$ cat config.mk
export PLATFORM = sky130hd
export DESIGN_NAME = rf_scoreboard_issue
export DESIGN_NICKNAME = d
export VERILOG_FILES = /design/src/rtl/rv_pipe_pkg.sv /design/src/rtl/rf_busy_table.sv /design/src/rtl/rf_scoreboard_issue.sv
export SDC_FILE = /design/constraint.sdc
export NUM_CORES = 1
export LEC_CHECK = 0
export BUFFER_PORTS_ARGS = -buffer_cell sky130_fd_sc_hd__buf_2
export CAP_MARGIN = 40
export CORE_MARGIN = 2
export CORE_UTILIZATION = 45
export DETAILED_ROUTE_END_ITERATION = 10
export PLACE_DENSITY = 0.74
export SKIP_CTS_REPAIR_TIMING = 1
export SLEW_MARGIN = 15
export SYNTH_ARGS = -nofsm -noshare
export SYNTH_HDL_FRONTEND = slang
export SYNTH_SLANG_ARGS = --single-unit
$ cat constraint.sdc
create_clock -name clk -period 4.17 [get_ports clk]
set_clock_uncertainty 0.2 [all_clocks]
set_input_delay 0.834 -clock clk [delete_from_list [all_inputs] [get_ports clk]]
set_output_delay 0.834 -clock clk [all_outputs]
set_load 0.02 [all_outputs]
$ cat src/rtl/rv_pipe_pkg.sv
// rtl/rv_pipe_pkg.sv - shared pipeline constants and issue packet type
package rv_pipe_pkg;
  localparam int XLEN      = 32;
  localparam int NREG      = 32;
  localparam int REG_IDX_W = 5;

  typedef logic [REG_IDX_W-1:0] reg_idx_t;

  typedef struct packed {
    logic [XLEN-1:0] rs1_data;
    logic [XLEN-1:0] rs2_data;
    reg_idx_t        rd;
    logic            rd_wr;
  } iss_pkt_t;
endpackage

$ cat src/rtl/rf_busy_table.sv
// rtl/rf_busy_table.sv - per-register busy bits; set beats clear, x0 never busy
module rf_busy_table
  import rv_pipe_pkg::*;
(
  input  logic                 clk,
  input  logic                 reset,
  input  logic                 set_en_i,
  input  logic [REG_IDX_W-1:0] set_idx_i,
  input  logic                 clr_en_i,
  input  logic [REG_IDX_W-1:0] clr_idx_i,
  output logic [NREG-1:0]      busy_o
);
  logic [NREG-1:0] r_busy;
  logic [NREG-1:0] w_busy_nxt;

  always_comb begin
    w_busy_nxt = r_busy;
    if (clr_en_i) w_busy_nxt[clr_idx_i] = 1'b0;
    if (set_en_i) w_busy_nxt[set_idx_i] = 1'b1;
    w_busy_nxt[0] = 1'b0;
  end

  always_ff @(posedge clk or posedge reset) begin
    if (reset) r_busy <= '0;
    else       r_busy <= w_busy_nxt;
  end

  assign busy_o = r_busy;
endmodule

$ cat src/rtl/rf_scoreboard_issue.sv
// rtl/rf_scoreboard_issue.sv - regfile read requester with busy scoreboard and issue register
module rf_scoreboard_issue
  import rv_pipe_pkg::*;
#(
  parameter int MAX_OUT = 4
) (
  input  logic                 clk,
  input  logic                 reset,
  input  logic                 inst_valid_i,
  output logic                 inst_ready_o,
  input  logic [REG_IDX_W-1:0] rs1_i,
  input  logic [REG_IDX_W-1:0] rs2_i,
  input  logic                 use_rs1_i,
  input  logic                 use_rs2_i,
  input  logic [REG_IDX_W-1:0] rd_i,
  input  logic                 rd_wr_i,
  output logic [REG_IDX_W-1:0] r_reg_p1_o,
  output logic [REG_IDX_W-1:0] r_reg_p2_o,
  input  logic [XLEN-1:0]      r_data_p1_i,
  input  logic [XLEN-1:0]      r_data_p2_i,
  input  logic                 wb_en_i,
  input  logic [REG_IDX_W-1:0] wb_reg_i,
  output logic                 iss_valid_o,
  input  logic                 iss_ready_i,
  output logic [XLEN-1:0]      iss_rs1_data_o,
  output logic [XLEN-1:0]      iss_rs2_data_o,
  output logic [REG_IDX_W-1:0] iss_rd_o,
  output logic                 iss_rd_wr_o,
  output logic [2:0]           out_cnt_o
);
  logic [NREG-1:0] w_busy;
  logic            w_wr;
  logic            w_stall;
  logic            w_accept;
  logic            w_acc_wr;
  logic            w_wb_eff;
  iss_pkt_t        r_iss;
  logic            r_iss_valid;
  logic [2:0]      r_out_cnt;

  assign r_reg_p1_o = rs1_i;
  assign r_reg_p2_o = rs2_i;

  assign w_wr    = rd_wr_i && (rd_i != '0);
  assign w_stall = (use_rs1_i && w_busy[rs1_i]) ||
                   (use_rs2_i && w_busy[rs2_i]) ||
                   (w_wr && w_busy[rd_i]) ||
                   (w_wr && (r_out_cnt == 3'(MAX_OUT)));

  assign inst_ready_o = !w_stall && (!r_iss_valid || iss_ready_i);
  assign w_accept     = inst_valid_i && inst_ready_o;
  assign w_acc_wr     = w_accept && w_wr;
  // Only a writeback that retires a tracked write may decrement the count.
  assign w_wb_eff     = wb_en_i && (wb_reg_i != '0) && w_busy[wb_reg_i];

  rf_busy_table u_busy (
    .clk       (clk),
    .reset     (reset),
    .set_en_i  (w_acc_wr),
    .set_idx_i (rd_i),
    .clr_en_i  (w_wb_eff),
    .clr_idx_i (wb_reg_i),
    .busy_o    (w_busy)
  );

  always_ff @(posedge clk or posedge reset) begin
    if (reset) r_out_cnt <= '0;
    else       r_out_cnt <= r_out_cnt + {2'b00, w_acc_wr} - {2'b00, w_wb_eff};
  end

  always_ff @(posedge clk or posedge reset) begin
    if (reset) begin
      r_iss       <= '0;
      r_iss_valid <= 1'b0;
    end else if (w_accept) begin
      r_iss.rs1_data <= r_data_p1_i;
      r_iss.rs2_data <= r_data_p2_i;
      r_iss.rd       <= rd_i;
      r_iss.rd_wr    <= w_wr;
      r_iss_valid    <= 1'b1;
    end else if (iss_ready_i) begin
      r_iss_valid <= 1'b0;
    end
  end

  assign iss_valid_o    = r_iss_valid;
  assign iss_rs1_data_o = r_iss.rs1_data;
  assign iss_rs2_data_o = r_iss.rs2_data;
  assign iss_rd_o       = r_iss.rd;
  assign iss_rd_wr_o    = r_iss.rd_wr;
  assign out_cnt_o      = r_out_cnt;
endmodule

# Yosys cells after proc, flatten, opt, wreduce, memory -nomap -nowiden
# Index checks and enable logic that the tools add are counted.
# W data, S select, Z words.
# totals
elab_cells	56
latchBits	0
rom_bits	0
inputBits	92
n_memories	0
ff_bits	105
out_inout_bits	85
ram_bits	0
# op_classes
muxes	16
magnitude_cmp	6
n_shift	0
multipliers	0
eq_ne	1
reduce_logical	21
addsub	2
n_bitwise	3
n_div	0
# op_table
cell	n
$mux W32	2
$and A32 B32 Y32	1
$not A32 Y32	1
$or A32 B32 Y32	1
$lt A5 B6 Y1 const B	4
$bmux W1 S5	4
$logic_and A1 B1 Y1	12
$demux W1 S5	2
$ge A5 B1 Y1 const B	2
$reduce_bool A5 Y1	2
$mux W1	8
$logic_or A1 B1 Y1	4
$add A3 B1 Y3	1
$eq A3 B3 Y1 const B	1
$sub A3 B1 Y3	1
$logic_not A1 Y1	2
$reduce_bool A2 Y1	1

# Logic depth before layout (Yosys ltp)
# logic_depth
depth_word	12
ltp_mapped	16
depth_no_buf	13

# By module
# Synthesis repeated with hierarchy kept, for this count alone.
# hier_totals
hier_cells	410
area_unflattened_um2	5761.8
# by_module_without_submodules
mod	area_each_um2	seq_area_each_um2	n_inst	cells_per_inst
rf_scoreboard_issue	4469.3	1851.8	1	289
rf_busy_table	1292.5	775.7	1	121

# Least setup slack after synthesis
# OpenSTA, ideal clock, no wires.
# synth_path
path_kind	input port to flip-flop
from	input port rs1_i[1]
to	register r_out_cnt[2], in the netlist out_cnt_o[2]
arrival_time_ns	3.735
setup_time_ns	0.123
cell_stages	15
path_buffers	2
path_slack_ns	0.112
required_ns	3.847
path_cell_list	buf_2 mux2_2 a221oi_1 nor3_1 o21ai_0 nand4_2 nor2_4 buf_6 nand2_1 ha_1 inv_1 ha_1 fa_1 xnor2_1 xnor2_1
# synth_via
elab_chain_len	12
# synth_rtl
element	line	text
from (decl)	rf_scoreboard_issue.sv:11	input logic [REG_IDX_W-1:0] rs1_i,
$bmux W1 S5	rf_scoreboard_issue.sv:45	assign w_stall = (use_rs1_i && w_busy[rs1_i]) ||
$mux W1 (not written as such)	rf_scoreboard_issue.sv:45	
$logic_and A1 B1 Y1	rf_scoreboard_issue.sv:45	
$logic_or A1 B1 Y1	rf_scoreboard_issue.sv:45	
$logic_or A1 B1 Y1	rf_scoreboard_issue.sv:46	(use_rs2_i && w_busy[rs2_i]) ||
$logic_or A1 B1 Y1	rf_scoreboard_issue.sv:47	(w_wr && w_busy[rd_i]) ||
$logic_not A1 Y1	rf_scoreboard_issue.sv:50	assign inst_ready_o = !w_stall && (!r_iss_valid || iss_ready_i);
$logic_and A1 B1 Y1	rf_scoreboard_issue.sv:50	
$logic_and A1 B1 Y1	rf_scoreboard_issue.sv:51	assign w_accept = inst_valid_i && inst_ready_o;
$logic_and A1 B1 Y1	rf_scoreboard_issue.sv:52	assign w_acc_wr = w_accept && w_wr;
$add A3 B1 Y3	rf_scoreboard_issue.sv:68	else r_out_cnt <= r_out_cnt + {2'b00, w_acc_wr} - {2'b00, w_wb_eff};
$sub A3 B1 Y3	rf_scoreboard_issue.sv:68	
to (signal assigned)	rf_scoreboard_issue.sv:68	
to (decl)	rf_scoreboard_issue.sv:39	logic [2:0] r_out_cnt;
# No other way between the ends. The select of a mux whose other input is x is not followed.
# A chain may end at the register's enable or synchronous reset.

# Final worst setup path
# layout_path
from	input port rs1_i[1]
to	output port inst_ready_o
# layout_via
elab_chain_len	8
# layout_rtl
element	line	text
$bmux W1 S5	rf_scoreboard_issue.sv:45	
$mux W1 (not written as such)	rf_scoreboard_issue.sv:45	
$logic_and A1 B1 Y1	rf_scoreboard_issue.sv:45	
$logic_or A1 B1 Y1	rf_scoreboard_issue.sv:45	
$logic_or A1 B1 Y1	rf_scoreboard_issue.sv:46	
$logic_or A1 B1 Y1	rf_scoreboard_issue.sv:47	
$logic_not A1 Y1	rf_scoreboard_issue.sv:50	
$logic_and A1 B1 Y1	rf_scoreboard_issue.sv:50	
to (decl)	rf_scoreboard_issue.sv:10	output logic inst_ready_o,
# No other way between the ends. The select of a mux whose other input is x is not followed.

==> results.toml <==
[timing]
worstMarginPinSlew_ps = 693
slew_headroom = 0.538
setup_viol = 0
hold_violations = 0
post-route-min-period_ps = 3790
slew_viol_final = 0
max_freq_ghz = 0.264
setup_tns_ps = 0
min_period_over_period = 0.910
rsz0062_at_grt = "false"

[pwr]
pwr-share-comb = 0.388
p_int_uw = 2550
cellLeakagePower_uw = 0.00307
switching_power_uw = 1520
p_seq_frac = 0.401
pwr_density_cell_nw_per_um2 = 594
switching_share = 0.374
clockPowerShare = 0.212
ir_drop_v = 0.000401

[logic_synthesis]
ys_ff_latch = 105
synth_top_flop_cell = "dfrtp_1"
synth-edff-count = 0
synth_nets = 530
synthArstFlopShare = 1.00
avgSynthCellArea_um2 = 12.9
yosysWarnings = 0
syn_area_um2 = 5620
yosysSeqAreaShare = 0.468
synthDistinctLibCells = 52
synthCells = 435

[detailed_routing]
initialDrtViolationCount = 301
drc = 0
vias = 4465
wl_per_cell_um = 20.5
dr.pass1.iters = 4
wl_mm = 15.7
viasPerCell = 5.82
ant_nets = 0

[setup_path]
cp-end-kind = "output pin"
worstPathRequired_ps = 3140
critPathBufInv = 2
cp-start-kind = "input port"
startpoint = "rs1_i[1]"
r2r_start = "u_busy.busy_o[13]"
crit_fanout = 11
critical_path_class = "in2out"
crit_arrival_ps = 2760
critical-path-top-delay-family = "multiplexers"
crit_chain = "buf_2, mux4_2, mux2_2, o2111ai_1, o21ai_2, nor2_1, buf_2"
crit_top_cell = "buf_2"
cpPeakStageDelay_ps = 530
slowest_stage = "mux4_2"

[layout]
layout.cells.most_common_list = "buf_2, dfrtp_1, mux2_2, o31ai_1, mux4_2"
layout.cells.non_filler = 767
area_growth_pct = 22.0
post-route-util = 0.566
n_fill_cell = 1028
num-nets-final = 689
n_antenna_cell = 0
layout_commonest_cell = "buf_2"
drive_gt1_frac = 0.524

[floorplan]
fp.dieH_um = 116
die_w_um = 116
die_area_um2 = 13400
core_um2 = 12100
row_count = 40
io_pins = 177
initial_utilization = 0.464

[clocking]
h-tree-depth = 3
clkTransAtPathRegs_ps = 80
clockBufferDepth = 2
cts-root-buf = "clkbuf_16"
numCtsBuffers = 9
clk_latency_ps = 340
cts_tree = "yes"
cts.sinks = 105

[placed_design]
dp.cells = 750
gp_congestion = 0.921
io_buffers = 176
dp_hpwl_mm = 11.8

[grt]
track_usage = 0.243
grt_antenna_before_repair = 0
grt_pass1_vias = 4634
grt_overflow = 0
grt_pass1_wl_mm = 24.9
grt_max_degree = 73

[outcome]
outcome = "finished clean"

[job]
drv_cap = 0

[hold_path]
hold_path.class = "reg2reg"
worstHoldStart = "iss_rs1_data_o[17]"
routing by layer:
metal | GRT usage | wire [um] | vias up
met3 | 0.0675 | 1540 | 26
met1 | 0.322 | 6280 | 2227
met4 | 0.0833 | 381 | 0
li1 | - | - | 1955
met5 | 0 | 0 | -
met2 | 0.388 | 7520 | 257
power by group through the flow:
stage	clock network, uW	logic (uW)	registers, uW
floorplan	0	738	1940
global placement	0	1550	1620
detailed placement	0	1580	1640
CTS	875	1590	1630
global route	915	1690	1670
finish	861	1580	1630
cells in the mapped netlist (all sizes together) (4+ instances only):
master | instances | area (um^2)
a31oi | 4 | 40.0
a32o | 5 | 50.1
buf | 28 | 228
clkbuf | 13 | 48.8
dfrtp | 105 | 2630
inv | 10 | 37.5
mux2 | 75 | 863
mux2i | 13 | 130
mux4 | 24 | 544
nand2 | 16 | 60.1
nand2b | 5 | 31.3
nand3 | 9 | 45.0
nand3b | 5 | 37.5
nor2 | 12 | 52.6
nor2b | 13 | 81.3
o21ai | 16 | 83.8
o22ai | 4 | 25.0
o31ai | 33 | 248
o41ai | 5 | 51.3
stage by stage:
| step | total power (uW) | setup slack, ps | instance area (um^2) | hold slack (ps) |
|---|---|---|---|---|
| after global routing | 4280 | 224 | 6850 | 322 |
| after detailed placement | 3220 | 147 | 6520 | 290 |
| final | 4070 | 376 | 6850 | 306 |
| after CTS | 4090 | 405 | 6830 | 308 |
| after floorplan | 2670 | 112 | 5620 | 307 |
| after global placement | 3170 | 180 | 6520 | 284 |
flip-flops by register name, summed over array words and instances (netlist names):
| register | count |
|---|---|
| iss_valid_o | 1 |
| out_cnt_o | 3 |
| iss_rd_o | 5 |
| u_busy.busy_o | 31 |
| iss_rd_wr_o | 1 |
| iss_rs2_data_o | 32 |
| iss_rs1_data_o | 32 |
cells by family after synthesis:
group	after synthesis	share of synthesized area
XOR/XNOR	2	0.00312
buffers and inverters	51	0.0559
adder cells (fa/ha/maj)	3	0.00802
AO/OA/AOI/OAI	84	0.114
multiplexers	112	0.274
AND/OR/NAND/NOR	78	0.0775
flip-flops	105	0.468
area by class of cell:
class,instances,area [um^2],area share
multi-input cells,279,2680,0.390
well taps,168,210,0.0307
inverters,10,40.0,0.00584
repair buffers,189,998,0.146
flip-flops and latches,105,2630,0.383
clock buffers,10,229,0.0334
clock inverters,6,73.8,0.0108
worst register-to-register path: cells and delay by family (launching register included):
kind	cells	cell delay, ps
AO/OA/AOI/OAI	1	290
XOR/XNOR	2	310
adder cells (fa/ha/maj)	3	830
buffers and inverters	1	40
flip-flops	1	470
multiplexers	3	770
AND/OR/NAND/NOR	3	410
final timing paths:
check | to | slack [ps] | depth (start not counted)
hold reg to reg | iss_rs1_data_o[17] | 310 | 1
min in group asynchronous | iss_rs1_data_o[29] | 410 | 2
hold / removal | iss_rs1_data_o[17] | 310 | 1
setup / recovery | inst_ready_o | 380 | 7
setup reg to reg | out_cnt_o[2] | 770 | 13
max in group asynchronous | iss_rd_o[0] | 2560 | 3
Note: power is estimated with default switching activity, not from simulation.
